$ cat config.mk
export PLATFORM = sky130hd
export DESIGN_NAME = apb4_master_queued
export DESIGN_NICKNAME = d
export VERILOG_FILES = /design/src/rtl/apb4_master_queued.sv
export SDC_FILE = /design/constraint.sdc
export NUM_CORES = 1
export LEC_CHECK = 0
export ABC_AREA = 0
export CAP_MARGIN = 30
export CORE_ASPECT_RATIO = 0.75
export CORE_UTILIZATION = 40
export DETAILED_ROUTE_END_ITERATION = 10
export GPL_TIMING_DRIVEN = 0
export PLACE_DENSITY = 0.61
export SETUP_SLACK_MARGIN = 0.2
export SYNTH_ARGS = -nofsm -noshare
export SYNTH_HDL_FRONTEND = slang
export SYNTH_SLANG_ARGS = --single-unit
$ cat constraint.sdc
create_clock -name i_clk -period 3.5 [get_ports i_clk]
set_input_delay 0.875 -clock i_clk [delete_from_list [all_inputs] [get_ports i_clk]]
set_output_delay 0.875 -clock i_clk [all_outputs]
set_load 0.01 [all_outputs]
$ cat src/rtl/apb4_master_queued.sv
// rtl/apb4_master_queued.sv - Queued APB4 requester with command FIFO, wait-state timeout and in-order responses
module apb4_master_queued #(
    parameter int ADDR_WIDTH     = 32,
    parameter int DATA_WIDTH     = 32,
    parameter int FIFO_DEPTH     = 4,
    parameter int TIMEOUT_CYCLES = 16
) (
    input  logic                          i_clk,
    input  logic                          i_reset_n,
    input  logic                          i_cmd_valid,
    output logic                          o_cmd_ready,
    input  logic [ADDR_WIDTH-1:0]         i_cmd_addr,
    input  logic                          i_cmd_write,
    input  logic [DATA_WIDTH-1:0]         i_cmd_wdata,
    input  logic [DATA_WIDTH/8-1:0]       i_cmd_strb,
    input  logic [2:0]                    i_cmd_prot,
    output logic                          o_rsp_valid,
    output logic [DATA_WIDTH-1:0]         o_rsp_rdata,
    output logic                          o_rsp_slverr,
    output logic                          o_rsp_timeout,
    output logic                          o_busy,
    output logic [$clog2(FIFO_DEPTH):0]   o_fifo_level,
    output logic [ADDR_WIDTH-1:0]         PADDR,
    output logic                          PWRITE,
    output logic [DATA_WIDTH-1:0]         PWDATA,
    output logic [DATA_WIDTH/8-1:0]       PSTRB,
    output logic [2:0]                    PPROT,
    output logic                          PSELx,
    output logic                          PENABLE,
    input  logic [DATA_WIDTH-1:0]         PRDATA,
    input  logic                          PREADY,
    input  logic                          PSLVERR
);

    localparam int STRB_W = DATA_WIDTH / 8;
    localparam int PTR_W  = $clog2(FIFO_DEPTH);
    localparam int LVL_W  = $clog2(FIFO_DEPTH) + 1;
    localparam int WAIT_W = (TIMEOUT_CYCLES > 1) ? $clog2(TIMEOUT_CYCLES) : 1;
    localparam bit TO_EN  = (TIMEOUT_CYCLES != 0);
    localparam logic [WAIT_W-1:0] WAIT_LAST = WAIT_W'((TIMEOUT_CYCLES > 0) ? TIMEOUT_CYCLES - 1 : 0);
    localparam logic [LVL_W-1:0]  LVL_FULL  = LVL_W'(FIFO_DEPTH);

    typedef enum logic [1:0] {S_IDLE, S_SETUP, S_ACCESS} state_t;

    state_t state_q, state_d;

    logic [ADDR_WIDTH-1:0] addr_mem  [FIFO_DEPTH];
    logic [DATA_WIDTH-1:0] wdata_mem [FIFO_DEPTH];
    logic [STRB_W-1:0]     strb_mem  [FIFO_DEPTH];
    logic [2:0]            prot_mem  [FIFO_DEPTH];
    logic                  write_mem [FIFO_DEPTH];

    logic [PTR_W-1:0]      wr_ptr_q, rd_ptr_q;
    logic [LVL_W-1:0]      level_q, level_d;
    logic [WAIT_W-1:0]     wait_q;

    logic [ADDR_WIDTH-1:0] paddr_q;
    logic                  pwrite_q;
    logic [DATA_WIDTH-1:0] pwdata_q;
    logic [STRB_W-1:0]     pstrb_q;
    logic [2:0]            pprot_q;

    logic                  rsp_valid_q, rsp_slverr_q, rsp_timeout_q;
    logic [DATA_WIDTH-1:0] rsp_rdata_q;

    logic fifo_empty, fifo_full, push, pop;
    logic xfer_done, timed_out, finish;

    assign fifo_empty = (level_q == '0);
    assign fifo_full  = (level_q == LVL_FULL);
    assign push       = i_cmd_valid && !fifo_full;
    assign xfer_done  = (state_q == S_ACCESS) && PREADY;
    assign timed_out  = TO_EN && (state_q == S_ACCESS) && !PREADY && (wait_q == WAIT_LAST);
    assign finish     = xfer_done || timed_out;
    // A completing transfer pops the next command in the same cycle, so there is no IDLE gap.
    assign pop        = !fifo_empty && ((state_q == S_IDLE) || finish);
    assign level_d    = level_q + LVL_W'(push) - LVL_W'(pop);

    always_ff @(posedge i_clk or negedge i_reset_n) begin
        if (!i_reset_n) begin
            state_q <= S_IDLE;
        end else begin
            state_q <= state_d;
        end
    end

    always_comb begin
        state_d = state_q;
        case (state_q)
            S_IDLE:   if (pop) state_d = S_SETUP;
            S_SETUP:  state_d = S_ACCESS;
            S_ACCESS: if (finish) state_d = pop ? S_SETUP : S_IDLE;
            default:  state_d = S_IDLE;
        endcase
    end

    always_comb begin
        PSELx   = (state_q != S_IDLE);
        PENABLE = (state_q == S_ACCESS);
    end

    // Storage has no reset; the pointers and level alone define its contents.
    always_ff @(posedge i_clk) begin
        if (push) begin
            addr_mem[wr_ptr_q]  <= i_cmd_addr;
            write_mem[wr_ptr_q] <= i_cmd_write;
            wdata_mem[wr_ptr_q] <= i_cmd_write ? i_cmd_wdata : '0;
            strb_mem[wr_ptr_q]  <= i_cmd_write ? i_cmd_strb : '0;
            prot_mem[wr_ptr_q]  <= i_cmd_prot;
        end
    end

    always_ff @(posedge i_clk or negedge i_reset_n) begin
        if (!i_reset_n) begin
            wr_ptr_q <= '0;
            rd_ptr_q <= '0;
            level_q  <= '0;
        end else begin
            level_q <= level_d;
            if (push) wr_ptr_q <= wr_ptr_q + 1'b1;
            if (pop)  rd_ptr_q <= rd_ptr_q + 1'b1;
        end
    end

    always_ff @(posedge i_clk or negedge i_reset_n) begin
        if (!i_reset_n) begin
            paddr_q  <= '0;
            pwrite_q <= 1'b0;
            pwdata_q <= '0;
            pstrb_q  <= '0;
            pprot_q  <= '0;
        end else if (pop) begin
            paddr_q  <= addr_mem[rd_ptr_q];
            pwrite_q <= write_mem[rd_ptr_q];
            pwdata_q <= wdata_mem[rd_ptr_q];
            pstrb_q  <= strb_mem[rd_ptr_q];
            pprot_q  <= prot_mem[rd_ptr_q];
        end
    end

    always_ff @(posedge i_clk or negedge i_reset_n) begin
        if (!i_reset_n) begin
            wait_q <= '0;
        end else if (state_q == S_SETUP) begin
            wait_q <= '0;
        end else if (TO_EN && (state_q == S_ACCESS) && !PREADY && !timed_out) begin
            wait_q <= wait_q + 1'b1;
        end
    end

    always_ff @(posedge i_clk or negedge i_reset_n) begin
        if (!i_reset_n) begin
            rsp_valid_q   <= 1'b0;
            rsp_rdata_q   <= '0;
            rsp_slverr_q  <= 1'b0;
            rsp_timeout_q <= 1'b0;
        end else begin
            rsp_valid_q   <= finish;
            rsp_rdata_q   <= (xfer_done && !pwrite_q) ? PRDATA : '0;
            rsp_slverr_q  <= xfer_done ? PSLVERR : timed_out;
            rsp_timeout_q <= timed_out;
        end
    end

    assign o_cmd_ready   = !fifo_full;
    assign o_fifo_level  = level_q;
    assign o_busy        = (state_q != S_IDLE) || !fifo_empty;
    assign o_rsp_valid   = rsp_valid_q;
    assign o_rsp_rdata   = rsp_rdata_q;
    assign o_rsp_slverr  = rsp_slverr_q;
    assign o_rsp_timeout = rsp_timeout_q;
    assign PADDR         = paddr_q;
    assign PWRITE        = pwrite_q;
    assign PWDATA        = pwdata_q;
    assign PSTRB         = pstrb_q;
    assign PPROT         = pprot_q;

endmodule

==> impl_metrics.ini, run 1 <==
[outcome]
status = completed

[sta]
skew_ps = 18.9
slew_viol_final = 0
setup_violations = 0
clock.fmax_mhz = 326
layout_min_cycle_time_ps = 3070
rsz0062_at_grt = no
whs_ps = 276
tightest_slew_ps = 860
finalCritPeriodShare_pct = 87.8
fin_tns_setup_ps = 0
max-slew-margin-rel_pct = 42.6
hold_viol_final = 0

[worst_setup_path]
r2r_setup_slack_ps = 630
r2r_end = o_fifo_level[2]
path_class = primary input to flop
critPathTopFamily = buffers and inverters
crit_top_cell = xnor2_1
slowest_stage = a31oi_1
r2r_start = wait_q[0]
end_kind = flop
crit_path_start_kind = primary input
worst_ep_arrival_time_ps = 3520
slowest_delay_ps = 490
critPathMaxFanout = 10
crit_buf_inv = 3
ff2ff_path_depth = 10
path_cells = clkdlybuf4s50_1 > a31oi_1 > a211oi_4 > buf_4 > buf_6 > xnor2_1 > ha_1 > fa_1 > xnor2_1 > xnor2_1
worstPathRequired_ps = 3950

[cts]
htreeDepth = 2
cts.sinks = 408
cts_tree = done
insertion_delay_ps = 540
cts-root-buf = clkbuf_16
clk_path_buf_depth = 3
ctsResizeCount = 0
numCtsBuffers = 42
cts.reportedPaths.clkPinSlew_ps = 60
ctsHoldBuffers = 0
post_cts_buffers = 0

[routing]
route.vias.total = 7427
drc = 0
ant_nets = 0
wire_per_inst_um = 20.4
finalWirelength_um = 30900
topRoutingLayerUsed = met4
drt_iter0_markers = 472
met1Wirelength_um = 14300
route.met2.wl_um = 14100
wl_met3_um = 1980
viasPerCell = 4.89
firstDrtPassIters = 5

[worst_hold_path]
hold_class = primary input to async pin

[grt]
antenna_found_initial = 0
grt_start_max_net_pins = 80
grt_pass1_vias = 7726
grt_usage_pct = 16.4
grt_remaining_overflow = 0
grt_pass1_wl_um = 46900

[synthesis]
syn_area_per_cell_um2 = 21.3
ys_top_cells_by_count = 288 x edfxtp_1, 120 x dfrtp_1, 72 x mux4_2
yosysMostFrequentCell = edfxtp_1
yosys_register_bits = 408
ys_seq_area_share_pct = 77.2
synth_cell_types = 37
ys.flop_type = edfxtp_1
syn-cell-area_um2 = 15100
synth.top_cell.area_share_pct = 57.3
yosysWarningCount = 0
synthTopCellsByArea = edfxtp_1 57%, dfrtp_1 20%, mux4_2 11%
netlist.top_cell.by_area = edfxtp_1
async_flop_share_pct = 29.4
syn_inst = 710
syn_nets = 826
synth_edf_count = 288

[run]
max_cap_violations = 0

[floorplanning]
rows = 61
start_util_pct = 40.7
dieWidth_um = 226
coreArea_um2 = 37100
die_y_um = 170
die_area_um2 = 38500
num_io_pins = 223

[finish]
drive_gt1_share_pct = 19.7
fillers = 3008
fin_nets = 1097
diodes = 0
syn_to_final_growth_pct = 29.5

[power]
power.leakage_nw = 6.98
p_per_area_nw_per_um2 = 855
vdd_drop_max_mv = 0.395

[placement]
place_congestion = 0.675
port_buffers = 222
dp_hpwl_um = 18700
report_power, final:
| part | switching (W) | internal (W) | leakage [nW] | total (W) |
|---|---|---|---|---|
| Combinational | 0.00234 | 0.00277 | 2.12 | 0.00511 |
| Clock | 0.00181 | 0.00282 | 0.708 | 0.00463 |
| Sequential | 0.000465 | 0.00651 | 4.15 | 0.00697 |
stage by stage:
step | cell area, um2 | worst slack, ps | total power, W | std cells | util (%)
global placement | 18000 | -4270 | 0.0122 | 1436 | 48.4
floorplan | 15100 | 452 | 0.0100 | 710 | -
CTS | 19500 | 324 | 0.0170 | 1518 | 52.7
global route | 19600 | 233 | 0.0176 | 1518 | 52.7
finish | 19600 | 428 | 0.0167 | 1518 | 52.7
detailed placement | 18100 | -232 | 0.0123 | 1441 | 48.8
worst max-delay path by stage:
stage,slack (ps),to,startpoint,cells past startpoint
6_report,430,o_fifo_level[2],PREADY,10
5_1_grt,230,o_fifo_level[2],PREADY,10
4_1_cts,320,o_fifo_level[2],PREADY,10
3_5_place_dp,-230,o_fifo_level[2],PREADY,10
3_3_place_gp,-4270,PPROT[1],i_reset_n,1
2_1_floorplan,450,addr_mem[3][0],i_cmd_valid,1
cell type report:
cell class	count	area [um2]	share of cell area, %
clock buffer	63	1240	6.35
timing repair buffer	227	2350	12.0
multi-input combinational	265	3290	16.8
buffer	32	170	0.870
tap	504	631	3.22
inverter	5	18.8	0.0960
clock inverter	14	200	1.02
sequential	408	11700	59.6
registers in the layout (all words and copies together) (netlist names):
| name | count |
|---|---|
| o_fifo_level | 3 |
| PWRITE | 1 |
| o_rsp_valid | 1 |
| rd_ptr_q | 2 |
| prot_mem | 12 |
| wr_ptr_q | 2 |
| state_q | 2 |
| wdata_mem | 128 |
| PSTRB | 4 |
| o_rsp_timeout | 1 |
| addr_mem | 128 |
| strb_mem | 16 |
| PPROT | 3 |
| PWDATA | 32 |
| wait_q | 4 |
| o_rsp_slverr | 1 |
| write_mem | 4 |
| PADDR | 32 |
| o_rsp_rdata | 32 |
cells by family after synthesis:
group	count (synthesis)	share of synthesized area [%]
flip-flops	408	77.2
AND/OR/NAND/NOR	94	3.82
buffers and inverters	37	1.25
multiplexers	146	16.2
XOR/XNOR	6	0.348
adder cells (fa/ha/maj)	7	0.630
AO/OA/AOI/OAI	12	0.547
cell usage in the layout (no fill, tap or decap), types with 4 or more instances in the layout:
| cell | instances |
|---|---|
| clkbuf_16 | 43 |
| clkdlybuf4s50_1 | 221 |
| nand2_1 | 4 |
| mux4_2 | 72 |
| xnor2_1 | 5 |
| inv_1 | 5 |
| buf_2 | 10 |
| buf_6 | 5 |
| dfrtp_1 | 120 |
| edfxtp_1 | 288 |
| and2_1 | 69 |
| clkbuf_1 | 27 |
| clkinv_2 | 6 |
| and3_4 | 4 |
| bufinv_16 | 5 |
| ha_1 | 6 |
| mux2_2 | 34 |
| mux2_1 | 39 |
| buf_16 | 4 |
| clkbuf_8 | 9 |
per-layer routing:
| metal | up-vias | GRT usage [%] |
|---|---|---|
| met4 | 0 | 4.23 |
| met5 | - | 0 |
| met2 | 215 | 24.8 |
| met1 | 3842 | 24.1 |
| met3 | 42 | 3.57 |
| li1 | 3328 | - |
No activity file was read; power rests on OpenSTA's default activity.
==> inputs of run 2 (changes only) <==
--- a/config.mk
+++ b/config.mk
@@ -8,2 +8,3 @@
 export ABC_AREA = 0
+export ABC_CLOCK_PERIOD_IN_PS = 3500
 export CAP_MARGIN = 30
@@ -15,2 +16,3 @@
 export SETUP_SLACK_MARGIN = 0.2
+export SKIP_LAST_GASP = 1
 export SYNTH_ARGS = -nofsm -noshare
--- a/constraint.sdc
+++ b/constraint.sdc
@@ -3,2 +3,2 @@
 set_output_delay 0.875 -clock i_clk [all_outputs]
-set_load 0.01 [all_outputs]
+set_load 0.02 [all_outputs]
==> results of run 2 <==
The final DEF is identical to that of run 1. Status: completed.
Among the figures that moved: setup slack after layout 428 ps -> 370 ps; start point of the critical path PREADY -> o_fifo_level[1]; end point of the critical path o_fifo_level[2] -> o_busy; total power 0.0167 W -> 0.0171 W; worst IR drop on VDD 0.395 mV -> 0.396 mV
